### config.mk
export PLATFORM = sky130hd
export DESIGN_NAME = fifo_reader
export DESIGN_NICKNAME = d
export VERILOG_FILES = /design/src/rtl/fifo_reader.sv
export SDC_FILE = /design/constraint.sdc
export NUM_CORES = 1
export LEC_CHECK = 0
export CORE_MARGIN = 4
export CORE_UTILIZATION = 52
export CTS_CLUSTER_DIAMETER = 50
export DETAILED_ROUTE_END_ITERATION = 8
export HOLD_SLACK_MARGIN = 0.06
export PLACE_DENSITY_LB_ADDON = 0.1
export SLEW_MARGIN = 20
export SYNTH_ARGS = -nofsm -noshare
export SYNTH_HDL_FRONTEND = slang
export SYNTH_SLANG_ARGS = --single-unit
### constraint.sdc
create_clock -name clk -period 4.3 [get_ports clk]
set_input_delay 0.86 -clock clk [delete_from_list [all_inputs] [get_ports clk]]
set_output_delay 0.86 -clock clk [all_outputs]
set_load 0.005 [all_outputs]
### src/rtl/fifo_reader.sv
`default_nettype none
// ============================================================================
//  Module   : fifo_reader
//  Purpose  : Read-side master for a FIFO with a 1-cycle registered read
//             latency. It issues reads, holds returning words in a 2-entry
//             skid buffer, and presents them as a valid/ready stream. It also
//             counts the words accepted downstream.
//  Ports    : clk        - clock, all state on the rising edge
//             rstn       - asynchronous reset, active low
//             en         - read enable; 0 stops new FIFO reads
//             clr        - synchronous clear of count (wins over a pop)
//             fifo_empty - FIFO empty flag
//             fifo_data  - FIFO data_out, valid the cycle after a read
//             fifo_rd_en - FIFO read enable (combinational)
//             m_valid    - stream word valid (registered)
//             m_ready    - downstream accepts the word
//             m_data     - stream word (head of buffer, registered)
//             count      - words accepted since reset/clr, wraps
//  Revision : 1.0 - initial release
// ============================================================================
module fifo_reader #(
   parameter int WIDTH = 8,
   parameter int CNT_W = 16
) (
   input  logic             clk,
   input  logic             rstn,
   input  logic             en,
   input  logic             clr,
   input  logic             fifo_empty,
   input  logic [WIDTH-1:0] fifo_data,
   output logic             fifo_rd_en,
   output logic             m_valid,
   input  logic             m_ready,
   output logic [WIDTH-1:0] m_data,
   output logic [CNT_W-1:0] count
);

   // Buffer state: ent0 is always the head, ent1 the second word.
   logic [1:0]       occ_q,   occ_d;
   logic             pend_q;
   logic [WIDTH-1:0] ent0_q,  ent0_d;
   logic [WIDTH-1:0] ent1_q,  ent1_d;
   logic             valid_q, valid_d;
   logic [CNT_W-1:0] count_q, count_d;

   logic             pop;
   logic [2:0]       inflight;
   logic [1:0]       occ_after_pop;

   always_comb begin
      pop = valid_q & m_ready;

      // Words that will be held or in flight after this cycle's pop.
      // A pop implies occ_q >= 1, so the subtraction cannot underflow.
      inflight = {1'b0, occ_q} + {2'b00, pend_q} - {2'b00, pop};

      // rstn is folded in so no read can escape while the block is in reset.
      fifo_rd_en = rstn & en & ~fifo_empty & (inflight < 3'd2);

      occ_after_pop = occ_q - {1'b0, pop};

      ent0_d = ent0_q;
      ent1_d = ent1_q;
      if (pop) begin
         ent0_d = ent1_q;
      end
      // The arriving word lands at the first free slot after the pop shift.
      if (pend_q) begin
         if (occ_after_pop == 2'd0) begin
            ent0_d = fifo_data;
         end else begin
            ent1_d = fifo_data;
         end
      end

      occ_d   = occ_after_pop + {1'b0, pend_q};
      valid_d = (occ_d != 2'd0);

      if (clr) begin
         count_d = '0;
      end else begin
         count_d = count_q + {{(CNT_W-1){1'b0}}, pop};
      end
   end

   always_ff @(posedge clk or negedge rstn) begin
      if (!rstn) begin
         occ_q   <= 2'd0;
         pend_q  <= 1'b0;
         ent0_q  <= '0;
         ent1_q  <= '0;
         valid_q <= 1'b0;
         count_q <= '0;
      end else begin
         occ_q   <= occ_d;
         pend_q  <= fifo_rd_en;
         ent0_q  <= ent0_d;
         ent1_q  <= ent1_d;
         valid_q <= valid_d;
         count_q <= count_d;
      end
   end

   assign m_valid = valid_q;
   assign m_data  = ent0_q;
   assign count   = count_q;

endmodule
`default_nettype wire

==> out/metrics.cfg, run 1 <==
[outcome]
status=finished, final reports clean

[floorplanning]
core_area_um2=3080
start_util_pct=54.4
die_y_um=64.8
ios=40
rows=20
die_w_um=64.8
die_area_um2=4190

[synthesis]
syn_area_per_cell_um2=11.2
syn_area_um2=1680
synth_edf_count=0
synth-seq-area-share_pct=53.8
async_reset_ff_share_pct=100
synth_seq_cells=36
synth.distinct_cells=33
syn_inst=150
syn-num-nets=166
synth_warnings=0
synth-main-ff-cell=dfrtp_1

[sta]
period_share_pct=94.8
maxSlewViolCount=0
setup_viol=0
skew_ns=0.00694
fin_ws_ns=0.223
finalSetupTns_ns=0
fmax_mhz=245
worstMarginPinSlew_ns=0.627
hold_violations=0
slew_headroom_pct=57.8
rsz0062_at_grt=no
final.min_clock_period_ns=4.08

[setup_path]
crit_path_start_kind=primary input
cp_slowest_cell=clkdlybuf4s50_1
crit_required_ns=3.44
crit_type=primary input to output port
reg2reg_to=ent1_q[6]
regToRegSetupSlack_ns=2.32
regToRegStartpoint=m_valid
worstPathCellList=clkdlybuf4s50_1 -> nand2_1 -> buf_4 -> and2_1 -> o21ai_0 -> fa_1 -> nand4b_1 -> nor2_1 -> clkdlybuf4s50_1
max_stage_delay_ns=0.54
critPathArrivalTime_ns=3.22
end_kind=output port
rr_worst_depth=4
path_max_fanout=6
critPathMostFrequentCell=clkdlybuf4s50_1

[power_and_ir_drop]
ir_drop_uv=319
total_power_mw=1.00
p_per_area_nw_per_um2=459
power.leakage_nw=0.904

[place]
globalplace.congestion=0.782
dpl.hpwl_mm=2.51
port_buffers=39
post-place-ws_ns=0.225
placed_cells=232

[run]
maxCapViolCount=0

[global_route]
grt_pass1_vias=1277
grt_pass1_wl_mm=5.71
grt_max_degree=37
grt_use_total_pct=18.1
grt_overflow=0
antenna_found_initial=0

[cells_and_area]
fin_nets=211
multi_input_area_um2=751
seqCellArea_um2=901
fillerInstances=248
diodes=0
fin_cells=240
drive_gt1_share_pct=14.8
syn2layout_area_growth_pct=30.4

[min_path]
hp-class=flip-flop to flip-flop
hold_depth=1
whs_endpoint=ent1_q[2]
hold_start=ent1_q[2]

[routing]
vias=1275
ant_nets=0
wl_per_cell_um=14.1
vias_per_cell=5.31
routed_wirelength_mm=3.38
drt_iter0_drc=90
drcViolationCount=0
drtPass1Iterations=5

[clock_tree]
htreeDepth=2
cts_tree=built
ctsResizeCount=0
clock_latency_ns=0.34
cts-hold-fix-buffers=0
cts_inserted_buffers=5
cts.sinks=36
cts_root_buf=clkbuf_4
path_clk_slew_ns=0.10
post_cts_buffers=0
cts_buffer_depth=2

[report_power, final]
group / switching, mW / internal (mW) / leakage (nW)
Combinational: 0.122 / 0.195 / 0.401
Sequential: 0.0729 / 0.428 / 0.471
Clock: 0.104 / 0.0807 / 0.0326
Total: 0.299 / 0.704 / 0.904
[synth_stat cells, types with 2 or more instances]
master	instances	area, µm²
a21oi_1	6	30.0
nand3_1	5	25.0
or3_1	3	18.8
xor2_1	5	43.8
or2_2	2	12.5
mux2_2	8	90.1
o21ai_0	13	65.1
clkbuf_1	4	15.0
or3_2	2	15.0
dfrtp_1	36	901
nor2_1	13	48.8
nand2_1	13	48.8
nand4_1	3	18.8
mux2i_1	8	80.1
nor4_1	4	25.0
xnor2_1	8	70.1
[logic make-up (layout without fill, tap and decap cells)]
kind of cell | Yosys count | in the layout | synth area share [%]
simple gates | 54 | 54 | 18.4
flops | 36 | 36 | 53.8
compound gates | 23 | 23 | 7.47
mux | 16 | 16 | 10.2
xor+xnor | 13 | 13 | 6.80
buf+inv | 6 | 52 | 1.42
fa+ha+maj | 2 | 2 | 1.94
[state kept, by name, indices dropped and copies added, names as in the netlist]
register,count
count,16
pend_q,1
m_data,8
m_valid,1
ent1_q,8
occ_q,2
[layout by cell type, fill, tap and decap left out, drive strengths merged, types with 6 or more instances in the layout]
cell / n
clkdlybuf4s50: 38
mux2: 8
o21ai: 15
xnor2: 8
clkbuf: 8
nor2: 13
dfrtp: 36
mux2i: 8
nand2: 13
a21oi: 6
[metrics by stage]
step	utilization (%)	cell area (µm²)	hold slack (ns)
finish	71.0	2180	0.519
global route	71.0	2180	0.550
CTS	71.0	2180	0.523
detailed placement	69.1	2130	0.501
global placement	69.1	2130	0.486
floorplan	-	1680	0.479
[layout make-up]
type                       count  share of cell area, %
timing repair buffer          43                   19.0
tap                           44                   2.52
sequential                    36                   41.2
inverter                       1                  0.172
clock buffer                   8                   2.69
multi-input combinational    108                   34.4
[worst max-delay path, delay by kind of cell]
| kind | cells | cell delay [ns] |
|---|---|---|
| buffers and inverters | 3 | 1.25 |
| adder cells (fa/ha/maj) | 1 | 0.49 |
| AO/OA/AOI/OAI | 1 | 0.09 |
| AND/OR/NAND/NOR | 4 | 0.53 |
[worst max path at each step]
stage	end	slack, ns	start	cells after the start
floorplan	fifo_rd_en	1.18	m_ready	7
global placement	fifo_rd_en	0.34	m_ready	9
detailed placement	fifo_rd_en	0.23	m_ready	9
CTS	fifo_rd_en	0.20	m_ready	9
global route	fifo_rd_en	0.07	m_ready	8
finish	fifo_rd_en	0.22	m_ready	9
[metal layers]
| layer | routed length, µm | track usage (%) |
|---|---|---|
| met5 | 0 | 0 |
| met1 | 1320 | 19.4 |
| met3 | 207 | 5.72 |
| met2 | 1790 | 32.7 |
| met4 | 56 | 7.12 |
Power figures use the tool's default switching activity.
==> run 2, diff against run 1 <==
Settings changed: CORE_UTILIZATION 52 to 30.
Clock period 4.3 ns to 5 ns, I/O delays scaled along.
==> run 2 against run 1 <==
Compared with the run above:
- first-iteration DRC count down 66%
- die area up 63%
- total power rose by 5.0%
- sequential share of layout area fell by 2.2 points
- design area is 5.7% higher
- count of clock-buffer cells in the layout shrank 3
- critical path depth is 1 lower
- core utilization shrank 27 points
- largest power group unchanged
==> out/metrics.cfg, run 2 (synthesis gave the netlist of run 1 again) <==
[clock_tree]
cts.sinks=36
cts_buffer_depth=2
clock_latency_ns=0.29
htreeDepth=2
cts_inserted_buffers=5
cts_root_buf=clkbuf_8
cts-hold-fix-buffers=0
cts_tree=built
path_clk_slew_ns=0.08
ctsResizeCount=0
post_cts_buffers=0

[routing]
top_layer_used=met4
ant_nets=0
vias_per_cell=4.81
vias=1274
wl_per_cell_um=13.6
dr_wl_met3_um=253
drt_iter0_drc=31
drcViolationCount=0
drtPass1Iterations=4
dr_wl_met2_mm=1.73
routed_wirelength_mm=3.61
m1WireLength_mm=1.56

[cells_and_area]
syn2layout_area_growth_pct=37.9
diodes=0
fin_area_um2=2310
multi_input_area_um2=751
fin_nets=210
fillerInstances=513
layout_commonest_cell=clkdlybuf4s50_1
largest_register_ffs=16
drive_gt1_share_pct=15.4
seqCellArea_um2=901
mostFrequentLayoutCells=clkdlybuf4s50_1, dfrtp_1, nor2_1, nand2_1, o21ai_0

[setup_path]
critPathArrivalTime_ns=3.47
regToRegSetupSlack_ns=3.00
path_max_fanout=7
crit_path_start_kind=primary input
rr_worst_depth=4
crit_required_ns=4.00
end_kind=output port
crit_type=primary input to output port

[power_and_ir_drop]
seqPwrFrac_pct=40.9
combPwrFrac_pct=25.4
power.leakage_nw=0.945
ir_drop_uv=202
p_sw_mw=0.269
power_frac_clock_pct=33.8
switching_share_pct=25.5
p_per_area_nw_per_um2=456
internal-power_mw=0.784

[sta]
final.min_clock_period_ns=4.47
slew_headroom_pct=54.9
rsz0062_at_grt=no
setup_viol=0
fmax_mhz=224
fin_hold_ws_ns=0.511
skew_ns=0.00672
maxSlewViolCount=0
worstMarginPinSlew_ns=0.671
hold_violations=0
period_share_pct=89.4
finalSetupTns_ns=0
fin_ws_ns=0.529

[global_route]
antenna_found_initial=0
grt_use_total_pct=11.9
grt_pass1_wl_mm=6.11
grt_pass1_vias=1306
grt_overflow=0
grt_max_degree=37

[outcome]
status=finished, final reports clean

[floorplanning]
die_y_um=82.7
die_area_um2=6840
ios=40
die_w_um=82.7
core_area_um2=5270
start_util_pct=31.8
rows=26

[min_path]
hp-class=flip-flop to flip-flop
hold_depth=1

[run]
maxCapViolCount=0

[place]
dpl.hpwl_mm=2.63
post-place-ws_ns=0.527
port_buffers=39
dpl-instance-area_um2=2150
globalplace.congestion=0.775

==> run 2: cell types whose count changed in the layout (fill, tap and decap cells not counted) <==
cell       change
clkbuf_8       +4
buf_4          -1
clkbuf_4       -5
clkbuf_1       -2
bufinv_16      +3
==> run 2: area by class of cell <==
cell class / instances / share of cell area (%)
inverters: 1 / 0.163
clock buffers: 5 / 2.98
well taps: 70 / 3.79
flip-flops and latches: 36 / 39.0
multi-input cells: 108 / 32.5
clock inverters: 3 / 3.90
repair buffers: 42 / 17.7
==> run 2: power groups by stage <==
stage / Combinational (mW) / Clock [mW] / Sequential, mW
2_1_floorplan: 0.147 / 0 / 0.425
3_3_place_gp: 0.268 / 0 / 0.433
3_5_place_dp: 0.269 / 0 / 0.438
4_1_cts: 0.272 / 0.366 / 0.433
5_1_grt: 0.297 / 0.379 / 0.443
6_report: 0.267 / 0.356 / 0.430
==> run 2: through the flow <==
| step | cells | utilization [%] | power [mW] |
|---|---|---|---|
| after CTS | 265 | 43.8 | 1.07 |
| final | 265 | 43.8 | 1.05 |
| after global placement | 257 | 40.8 | 0.702 |
| after detailed placement | 257 | 40.8 | 0.707 |
| after floorplan | 150 | - | 0.572 |
| after global routing | 265 | 43.8 | 1.12 |
==> run 2: routing by layer <==
metal,vias up,track usage (%)
met1,622,14.7
li1,613,-
met3,5,4.23
met5,-,0
met4,0,4.58
met2,34,18.9
==> run 2: path summary, 6_finish.rpt <==
kind,from,end
worst max-delay path,m_ready,fifo_rd_en
worst min-delay path,ent1_q[5],ent1_q[5]
worst max register to register,m_valid,count[13]
worst min register to register,ent1_q[5],ent1_q[5]
max in group asynchronous,rstn,count[13]
min in group asynchronous,rstn,m_data[0]
==> run 2: worst max-delay path, stage by stage <==
cell	delay [ns]
clkdlybuf4s50_1	0.60
nand2_1	0.26
nor2_1	0.23
o21ai_0	0.14
fa_1	0.50
nand4b_1	0.09
nor2_1	0.14
clkdlybuf4s50_1	0.52
